**config.mk**
```make
export PLATFORM = sky130hd
export DESIGN_NAME = key_search_scheduler
export DESIGN_NICKNAME = d
export VERILOG_FILES = /design/src/rtl/key_search_scheduler.sv
export SDC_FILE = /design/constraint.sdc
export NUM_CORES = 1
export LEC_CHECK = 0
export ABC_CLOCK_PERIOD_IN_PS = 4800
export CORE_MARGIN = 10
export CORE_UTILIZATION = 35
export CTS_CLUSTER_SIZE = 28
export DETAILED_ROUTE_END_ITERATION = 8
export PLACE_DENSITY = 0.64
export RECOVER_POWER = 100
export REMOVE_ABC_BUFFERS = 1
export SLEW_MARGIN = 25
export SYNTH_ARGS = -nofsm -noshare
export SYNTH_HDL_FRONTEND = slang
export SYNTH_SLANG_ARGS = --single-unit
```
**constraint.sdc**
```tcl
create_clock -name clk -period 4.8 [get_ports clk]
set_clock_uncertainty 0.05 [all_clocks]
set_input_delay 1.2 -clock clk [delete_from_list [all_inputs] [get_ports clk]]
set_output_delay 1.2 -clock clk [all_outputs]
set_load 0.02 [all_outputs]
```
**src/rtl/key_search_scheduler.sv**
```systemverilog
// Round-robin key search scheduler: fetches candidate keys from a generator and farms them out to NUM_CORES decryption cores.
// Optional KEY_SEARCH_STATS_EN adds a saturating keys_tried counter; without it keys_tried is tied to zero.
module key_search_scheduler #(
    parameter int NUM_CORES = 2
) (
    input  logic                    clk,
    input  logic                    reset,
    input  logic                    search_start,
    output logic                    kg_start,
    input  logic                    kg_finished,
    input  logic                    kg_terminated,
    input  logic [23:0]             kg_key,
    output logic [NUM_CORES-1:0]    core_start,
    output logic [24*NUM_CORES-1:0] core_key,
    input  logic [NUM_CORES-1:0]    core_done,
    input  logic [NUM_CORES-1:0]    core_match,
    output logic                    busy,
    output logic                    found,
    output logic                    exhausted,
    output logic [23:0]             found_key,
    output logic [24:0]             keys_tried
);

    localparam int PTR_W = (NUM_CORES > 1) ? $clog2(NUM_CORES) : 1;

    typedef enum logic [2:0] {
        IDLE,
        REQ,
        WAIT_KEY,
        DISPATCH,
        DRAIN,
        DONE
    } state_t;

    state_t                  state_reg;
    logic [PTR_W-1:0]        ptr_reg;
    logic [PTR_W-1:0]        ptr_next;
    logic [23:0]             pending_reg;
    logic                    last_seen_reg;
    logic                    kg_start_reg;
    logic                    busy_reg;
    logic                    found_reg;
    logic                    exhausted_reg;
    logic [23:0]             found_key_reg;

    logic [NUM_CORES-1:0]    core_busy;
    logic [NUM_CORES-1:0]    core_start_vec;
    logic [24*NUM_CORES-1:0] core_key_flat;

    logic                    active;
    logic [NUM_CORES-1:0]    match_vec;
    logic                    match_hit;
    logic [23:0]             match_key;
    logic [NUM_CORES-1:0]    rot_idle;
    logic [NUM_CORES-1:0]    first_idle;
    logic [NUM_CORES-1:0]    launch_vec;
    logic                    launch;

    assign active    = (state_reg != IDLE) && (state_reg != DONE);
    // Done pulses from cores we do not consider busy (e.g. abandoned by reset) are dropped here.
    assign match_vec = core_done & core_match & core_busy;
    assign match_hit = active && !found_reg && (|match_vec);
    assign launch    = |launch_vec;

    always_comb begin
        match_key = '0;
        for (int j = NUM_CORES - 1; j >= 0; j--) begin
            if (match_vec[j]) begin
                match_key = core_key_flat[24*j +: 24];
            end
        end
    end

    // Rotate the idle mask so the pointer sits at bit 0, take the lowest idle bit, rotate back.
    always_comb begin
        rot_idle   = NUM_CORES'({~core_busy, ~core_busy} >> ptr_reg);
        first_idle = '0;
        for (int j = NUM_CORES - 1; j >= 0; j--) begin
            if (rot_idle[j]) begin
                first_idle    = '0;
                first_idle[j] = 1'b1;
            end
        end
        launch_vec = '0;
        if (state_reg == DISPATCH && !match_hit) begin
            launch_vec = NUM_CORES'(({first_idle, first_idle} << ptr_reg) >> NUM_CORES);
        end
        ptr_next = ptr_reg;
        for (int j = 0; j < NUM_CORES; j++) begin
            if (launch_vec[j]) begin
                ptr_next = (j == NUM_CORES - 1) ? '0 : PTR_W'(j + 1);
            end
        end
    end

    // Per-core launch pulse, held key and busy bit. Busy is read registered, so a core
    // finishing in a DISPATCH cycle only becomes eligible on the following cycle.
    genvar gi;
    generate
        for (gi = 0; gi < NUM_CORES; gi++) begin : g_core
            logic        busy_bit_reg;
            logic        start_bit_reg;
            logic [23:0] key_reg;

            always_ff @(posedge clk or posedge reset) begin
                if (reset) begin
                    busy_bit_reg  <= 1'b0;
                    start_bit_reg <= 1'b0;
                    key_reg       <= '0;
                end else begin
                    start_bit_reg <= launch_vec[gi];
                    if (launch_vec[gi]) begin
                        busy_bit_reg <= 1'b1;
                        key_reg      <= pending_reg;
                    end else if (core_done[gi]) begin
                        busy_bit_reg <= 1'b0;
                    end
                end
            end

            assign core_busy[gi]            = busy_bit_reg;
            assign core_start_vec[gi]       = start_bit_reg;
            assign core_key_flat[24*gi +: 24] = key_reg;
        end
    endgenerate

    always_ff @(posedge clk or posedge reset) begin
        if (reset) begin
            state_reg     <= IDLE;
            ptr_reg       <= '0;
            pending_reg   <= '0;
            last_seen_reg <= 1'b0;
            kg_start_reg  <= 1'b0;
            busy_reg      <= 1'b0;
            found_reg     <= 1'b0;
            exhausted_reg <= 1'b0;
            found_key_reg <= '0;
        end else begin
            kg_start_reg <= 1'b0;
            case (state_reg)
                IDLE, DONE: begin
                    if (search_start) begin
                        state_reg     <= REQ;
                        kg_start_reg  <= 1'b1;
                        busy_reg      <= 1'b1;
                        found_reg     <= 1'b0;
                        exhausted_reg <= 1'b0;
                        found_key_reg <= '0;
                        last_seen_reg <= 1'b0;
                    end
                end
                REQ: begin
                    state_reg <= WAIT_KEY;
                end
                WAIT_KEY: begin
                    if (kg_finished || kg_terminated) begin
                        pending_reg   <= kg_key;
                        last_seen_reg <= kg_terminated;
                        state_reg     <= DISPATCH;
                    end
                end
                DISPATCH: begin
                    if (launch) begin
                        ptr_reg <= ptr_next;
                        if (last_seen_reg) begin
                            state_reg <= DRAIN;
                        end else begin
                            state_reg    <= REQ;
                            kg_start_reg <= 1'b1;
                        end
                    end
                end
                DRAIN: begin
                    if (core_busy == '0) begin
                        state_reg     <= DONE;
                        busy_reg      <= 1'b0;
                        exhausted_reg <= !found_reg;
                    end
                end
                default: begin
                    state_reg <= IDLE;
                    busy_reg  <= 1'b0;
                end
            endcase

            // A match wins over everything else in the cycle: stop issuing work and drain.
            if (match_hit) begin
                found_reg     <= 1'b1;
                found_key_reg <= match_key;
                state_reg     <= DRAIN;
                kg_start_reg  <= 1'b0;
            end
        end
    end

`ifdef KEY_SEARCH_STATS_EN
    logic [24:0] keys_tried_reg;

    always_ff @(posedge clk or posedge reset) begin
        if (reset) begin
            keys_tried_reg <= '0;
        end else if (search_start && !active) begin
            keys_tried_reg <= '0;
        end else if (launch && keys_tried_reg != 25'h1FFFFFF) begin
            keys_tried_reg <= keys_tried_reg + 25'd1;
        end
    end

    assign keys_tried = keys_tried_reg;
`else
    assign keys_tried = '0;
`endif

    assign kg_start   = kg_start_reg;
    assign core_start = core_start_vec;
    assign core_key   = core_key_flat;
    assign busy       = busy_reg;
    assign found      = found_reg;
    assign exhausted  = exhausted_reg;
    assign found_key  = found_key_reg;

endmodule

```
==> Yosys cells after proc, flatten, opt, wreduce, memory -nomap -nowiden <==
Cells that the tools add are included.
{ "op_classes": {"add_sub_neg": 0, "mul": 0, "div": 0, "n_lt_le_gt_ge": 0, "n_eq_ne": 13, "shifts": 2, "muxes": 36, "bitwise_logic": 4, "reduce_logical": 28} }
{ "op_table": {"columns": ["cell", "count"], "rows": [
  ["2-to-1 mux 24 bit", 5],
  ["2-to-1 mux 3 bit", 6],
  ["2-to-1 mux 1 bit", 17],
  ["!= test 3 bit (second input constant)", 5],
  ["one-hot mux 3 bit (5 select lines)", 1],
  ["nonzero test 2 bit", 7],
  ["AND reduction 3 bit", 4],
  ["equality test 3 x 2 -> 1 bit (second input constant)", 2],
  ["equality test 3 bit (second input constant)", 2],
  ["2-to-1 mux 2 bit", 3],
  ["!= test 2 bit (second input constant)", 3],
  ["one-hot mux 1 bit (2 select lines)", 3],
  ["OR reduction 2 bit", 3],
  ["bitwise AND 2 bit", 2],
  ["logical AND 1 bit", 4],
  ["AND reduction 2 bit", 2],
  ["AND reduction 4 bit", 1],
  ["left shift 4 x 1 -> 4 bit", 1],
  [">> shifter 4 x 1 -> 2 bit", 1],
  ["equality test 3 x 1 -> 1 bit (second input constant)", 1],
  ["logical NOT 3 bit", 1],
  ["one-hot mux 1 bit (3 select lines)", 1],
  ["nonzero test 3 bit", 1],
  ["OR reduction 3 bit", 1],
  ["other kinds (5)", 6]
]} }
{ "word_totals": {"regBits": 109, "latch_bits": 0, "ramBits": 0, "rom_bits": 0, "inputBits": 33, "output_inout_bits": 103, "word_cells": 98, "memories": 0} }

==> Depth between registers and ports, before layout <==
{ "logic_depth": {"word_depth": 11, "mapped_depth": 8, "depth_no_buf": 5} }

==> Worst setup path before layout <==
OpenSTA, ideal clock, no wires.
{ "synth_timing": {"path_kind": "input port to flip-flop", "startpoint": "input port core_done[0]", "endpoint": "register g_core[1].key_reg[11]", "setup_ps": 127, "arrival_ps": 2667, "required_time_ps": 4623, "setup_slack_ps": 1955, "cell_stages": 6, "path_buffers": 1, "path_cell_list": "nand3_2 a21oi_2 or3_4 a211oi_4 buf_6 mux2_1"} }
{ "synth_between": {"elab_chain_len": 7} }
{ "synth_lines": {"columns": ["element", "line", "text"], "rows": [
  ["from (decl)", "15", "input logic [NUM_CORES-1:0] core_done,"],
  ["bitwise AND 2 bit (2 in series)", "61", "assign match_vec = core_done & core_match & core_busy;"],
  ["OR reduction 2 bit", "62", "assign match_hit = active && !found_reg && (|match_vec);"],
  ["logical AND 1 bit", "62", null],
  ["logical NOT 1 bit", "85", "if (state_reg == DISPATCH && !match_hit) begin"],
  ["logical AND 1 bit", "85", null],
  ["2-to-1 mux 2 bit", "85", null],
  ["to (signal assigned)", "114", "key_reg <= pending_reg;"],
  ["to (decl)", "103", "logic [23:0] key_reg;"]
]} }
No other way between the ends.
A chain may end at the register's enable or synchronous reset.

==> Final worst setup path <==
{ "layout_timing": {"startpoint": "input port core_done[0]", "endpoint": "register g_core[0].key_reg[13]"} }
{ "layout_between": {"elab_chain_len": 7} }
{ "layout_lines": {"columns": ["element", "line"], "rows": [
  ["bitwise AND 2 bit (2 in series)", "61"],
  ["OR reduction 2 bit", "62"],
  ["logical AND 1 bit", "62"],
  ["logical NOT 1 bit", "85"],
  ["logical AND 1 bit", "85"],
  ["2-to-1 mux 2 bit", "85"],
  ["to (signal assigned)", "114"],
  ["to (decl)", "103"]
]} }
No other way between the ends.

==> metrics <==
Yosys warning count 0; number of global-route vias before repair 3282; WL per Instance 18.5 µm; dpl hpwl 8530 µm; full die area 18500 µm²; crit-path max FO 17; global-route wire length before repair 18500 µm; share of layout cells above drive strength 1 16.8%; Worst Max-Slew Pin Slew 2450 ps; Fill cells 1206; cell area after layout 6140 µm²; die width 136 µm; hold buffers post-CTS 0; min-delay worst type flop to flop; fin worst setup slack 916 ps; most frequent cell after synthesis dfrtp_1; die height 136 µm; WP data arrival 4060 ps; GR Layer Usage met2 20.2%; Final setup viols 0; final wirelength 11600 µm; initial antenna violation count 0; Via-to-Cell Ratio 4.83; Top Ports 136; clock tree from TritonCTS yes; pre-CTS setup slack 1090 ps; Syn Area/Cell 13.8 µm²; status finished, violations left; Combinational Power Share 43.8%; Static Leakage 2.71 nW; detailed router's first-iteration violation count 234; Synth area leaders dfrtp_1 58%, mux2_2 13%, mux2i_1 5.1%; Buffers on Ports 110; initial core utilization 35.6%; final non-filler cell total 629; worst relative slew slack -63.2%; post-CTS setup buffer count 0; hold_ws 433 ps; Reg power frac 39.3%; GRT Overall Usage 12.7%; Netlist cell types 41; Reg area 2730 µm²; CTS sink cnt 109; max cap viols 1; setup TNS 0 ps; worst vdd ir 0.346 mV; clk_lat worst skew 340 ps; min Tclk post-route 3880 ps; met1 Usage GRT 15.4%; failing checks max-capacitance violations, max-slew violations; CTS max path bufs 2; via count 3035; Post-synth EDFFs 0; Clock H-tree levels 3; crit end category flop; TritonCTS buffer count 9; DRT Pass-1 Iters 4; largest net degree at the start of global routing 65; grt met3 use 5.13%; Max Slew Vio Count 64; Net Sw Frac 37.6%; post-synth top area share 58.1%; internal power 0.00266 W; PD cells 694 nW/µm²; core area 13200 µm²; clock root buffer clkbuf_16; Post-synth top cells 109 x dfrtp_1, 56 x mux2_2, 28 x buf_4, 24 x mux2i_1, 24 x o2bb2ai_1; required time of the critical path 4980 ps; post_cts resized 0; endpoints failing hold 0; post-route clock period utilization 80.9%; Post-synth ARST share 100%; Clock power frac 16.9%; Remaining DRCs 0; crit path kind input pin to flop; placed cell area 5900 µm²; Top FF cell, synth dfrtp_1; Area Growth Syn to Fin 30.8%; max FFs per register 48; clk slew on worst S/H paths 70 ps; gr busiest metal met2; area of the multi-input gates 1720 µm²; dpl cells 613; RSZ-0062 raised after global routing false; Antenna Cells 0; Cell Rows 42; Fmax 0.257 GHz; gpl congestion 0.867; Mapped Area 4700 µm²; Critical Path Source Type input pin; total grt overflow 0; #FFs+latches synth 109; Yosys top cell by area dfrtp_1; Post-DRT Antenna Nets 0; Cells after Synth 341; P_sw 0.00160 W; fin nets 481; post-synthesis sequential area ratio 58.1%
-- power by group through the flow --
stage	Clock (W)	Combinational, W	Sequential (W)
5_1_grt	0.000779	0.00202	0.00175
3_5_place_dp	0	0.00203	0.00171
6_report	0.000721	0.00187	0.00168
4_1_cts	0.000744	0.00204	0.00170
2_1_floorplan	0	0.000832	0.00196
3_3_place_gp	0	0.00198	0.00169
-- cell families (layout without fill, tap and decap cells) --
family / Yosys count / count (layout) / synth area share, %
simple gates: 31 / 31 / 3.62
buf+inv: 52 / 140 / 6.82
mux: 97 / 97 / 22.6
other cells: 1 / 25 / 0.0798
xor+xnor: 1 / 1 / 0.186
compound gates: 50 / 50 / 8.63
flops: 109 / 109 / 58.1
-- cells in the final DEF, fill, tap and decap left out, types with 3 or more instances in the layout --
master           netlist  routed
a21oi_1                5       6
buf_4                 28       3
clkbuf_1              12       7
clkbuf_16              0       9
clkbuf_8               0       4
clkdlybuf4s50_1        0      28
conb_1                 1      25
dfrtp_1              109     109
dlygate4sd3_1          0      82
inv_1                  6       6
mux2_1                17      17
mux2_2                56      56
mux2i_1               24      24
nand2_1                8       8
nor2_1                 6       6
nor3_1                 3       3
o21ai_0                5       5
o2bb2ai_1             24      24
-- layout make-up --
type,instances,share of cell area [%]
Sequential cell,109,44.4
Multi-Input combinational cell,204,28.1
Timing Repair Buffer,118,18.9
Clock buffer,16,4.74
Tap cell,176,3.58
Inverter,6,0.367
-- stage by stage --
stage | total power (W) | util (%)
final | 0.00426 | 46.6
after global routing | 0.00455 | 46.6
after CTS | 0.00448 | 47.0
after detailed placement | 0.00374 | 44.8
after global placement | 0.00368 | 44.6
after floorplan | 0.00279 | -
-- final timing paths --
path,start,to,slack (ps),cells after the start
setup / recovery,core_done[0],g_core[0].key_reg[13],920,7
hold / removal,busy,busy,430,2
setup reg to reg,g_core[0].busy_bit_reg,g_core[0].key_reg[13],1940,6
hold reg to reg,busy,busy,430,2
max in group asynchronous,reset,found_key[21],1190,2
min in group asynchronous,reset,g_core[1].key_reg[6],2090,2
-- routing by layer --
metal	share of wire [%]	wire length, µm
met1	42	4900
met4	1.3	154
met3	8.7	1010
met2	48	5560
met5	0	0
-- worst max-delay path, cell delays in order --
cell	delay [ps]
dlygate4sd3_1	560
nand3_1	310
a21oi_1	420
nor3_1	190
o211ai_4	350
clkbuf_1	610
mux2_2	410
Note: power is estimated with default switching activity, not from simulation.
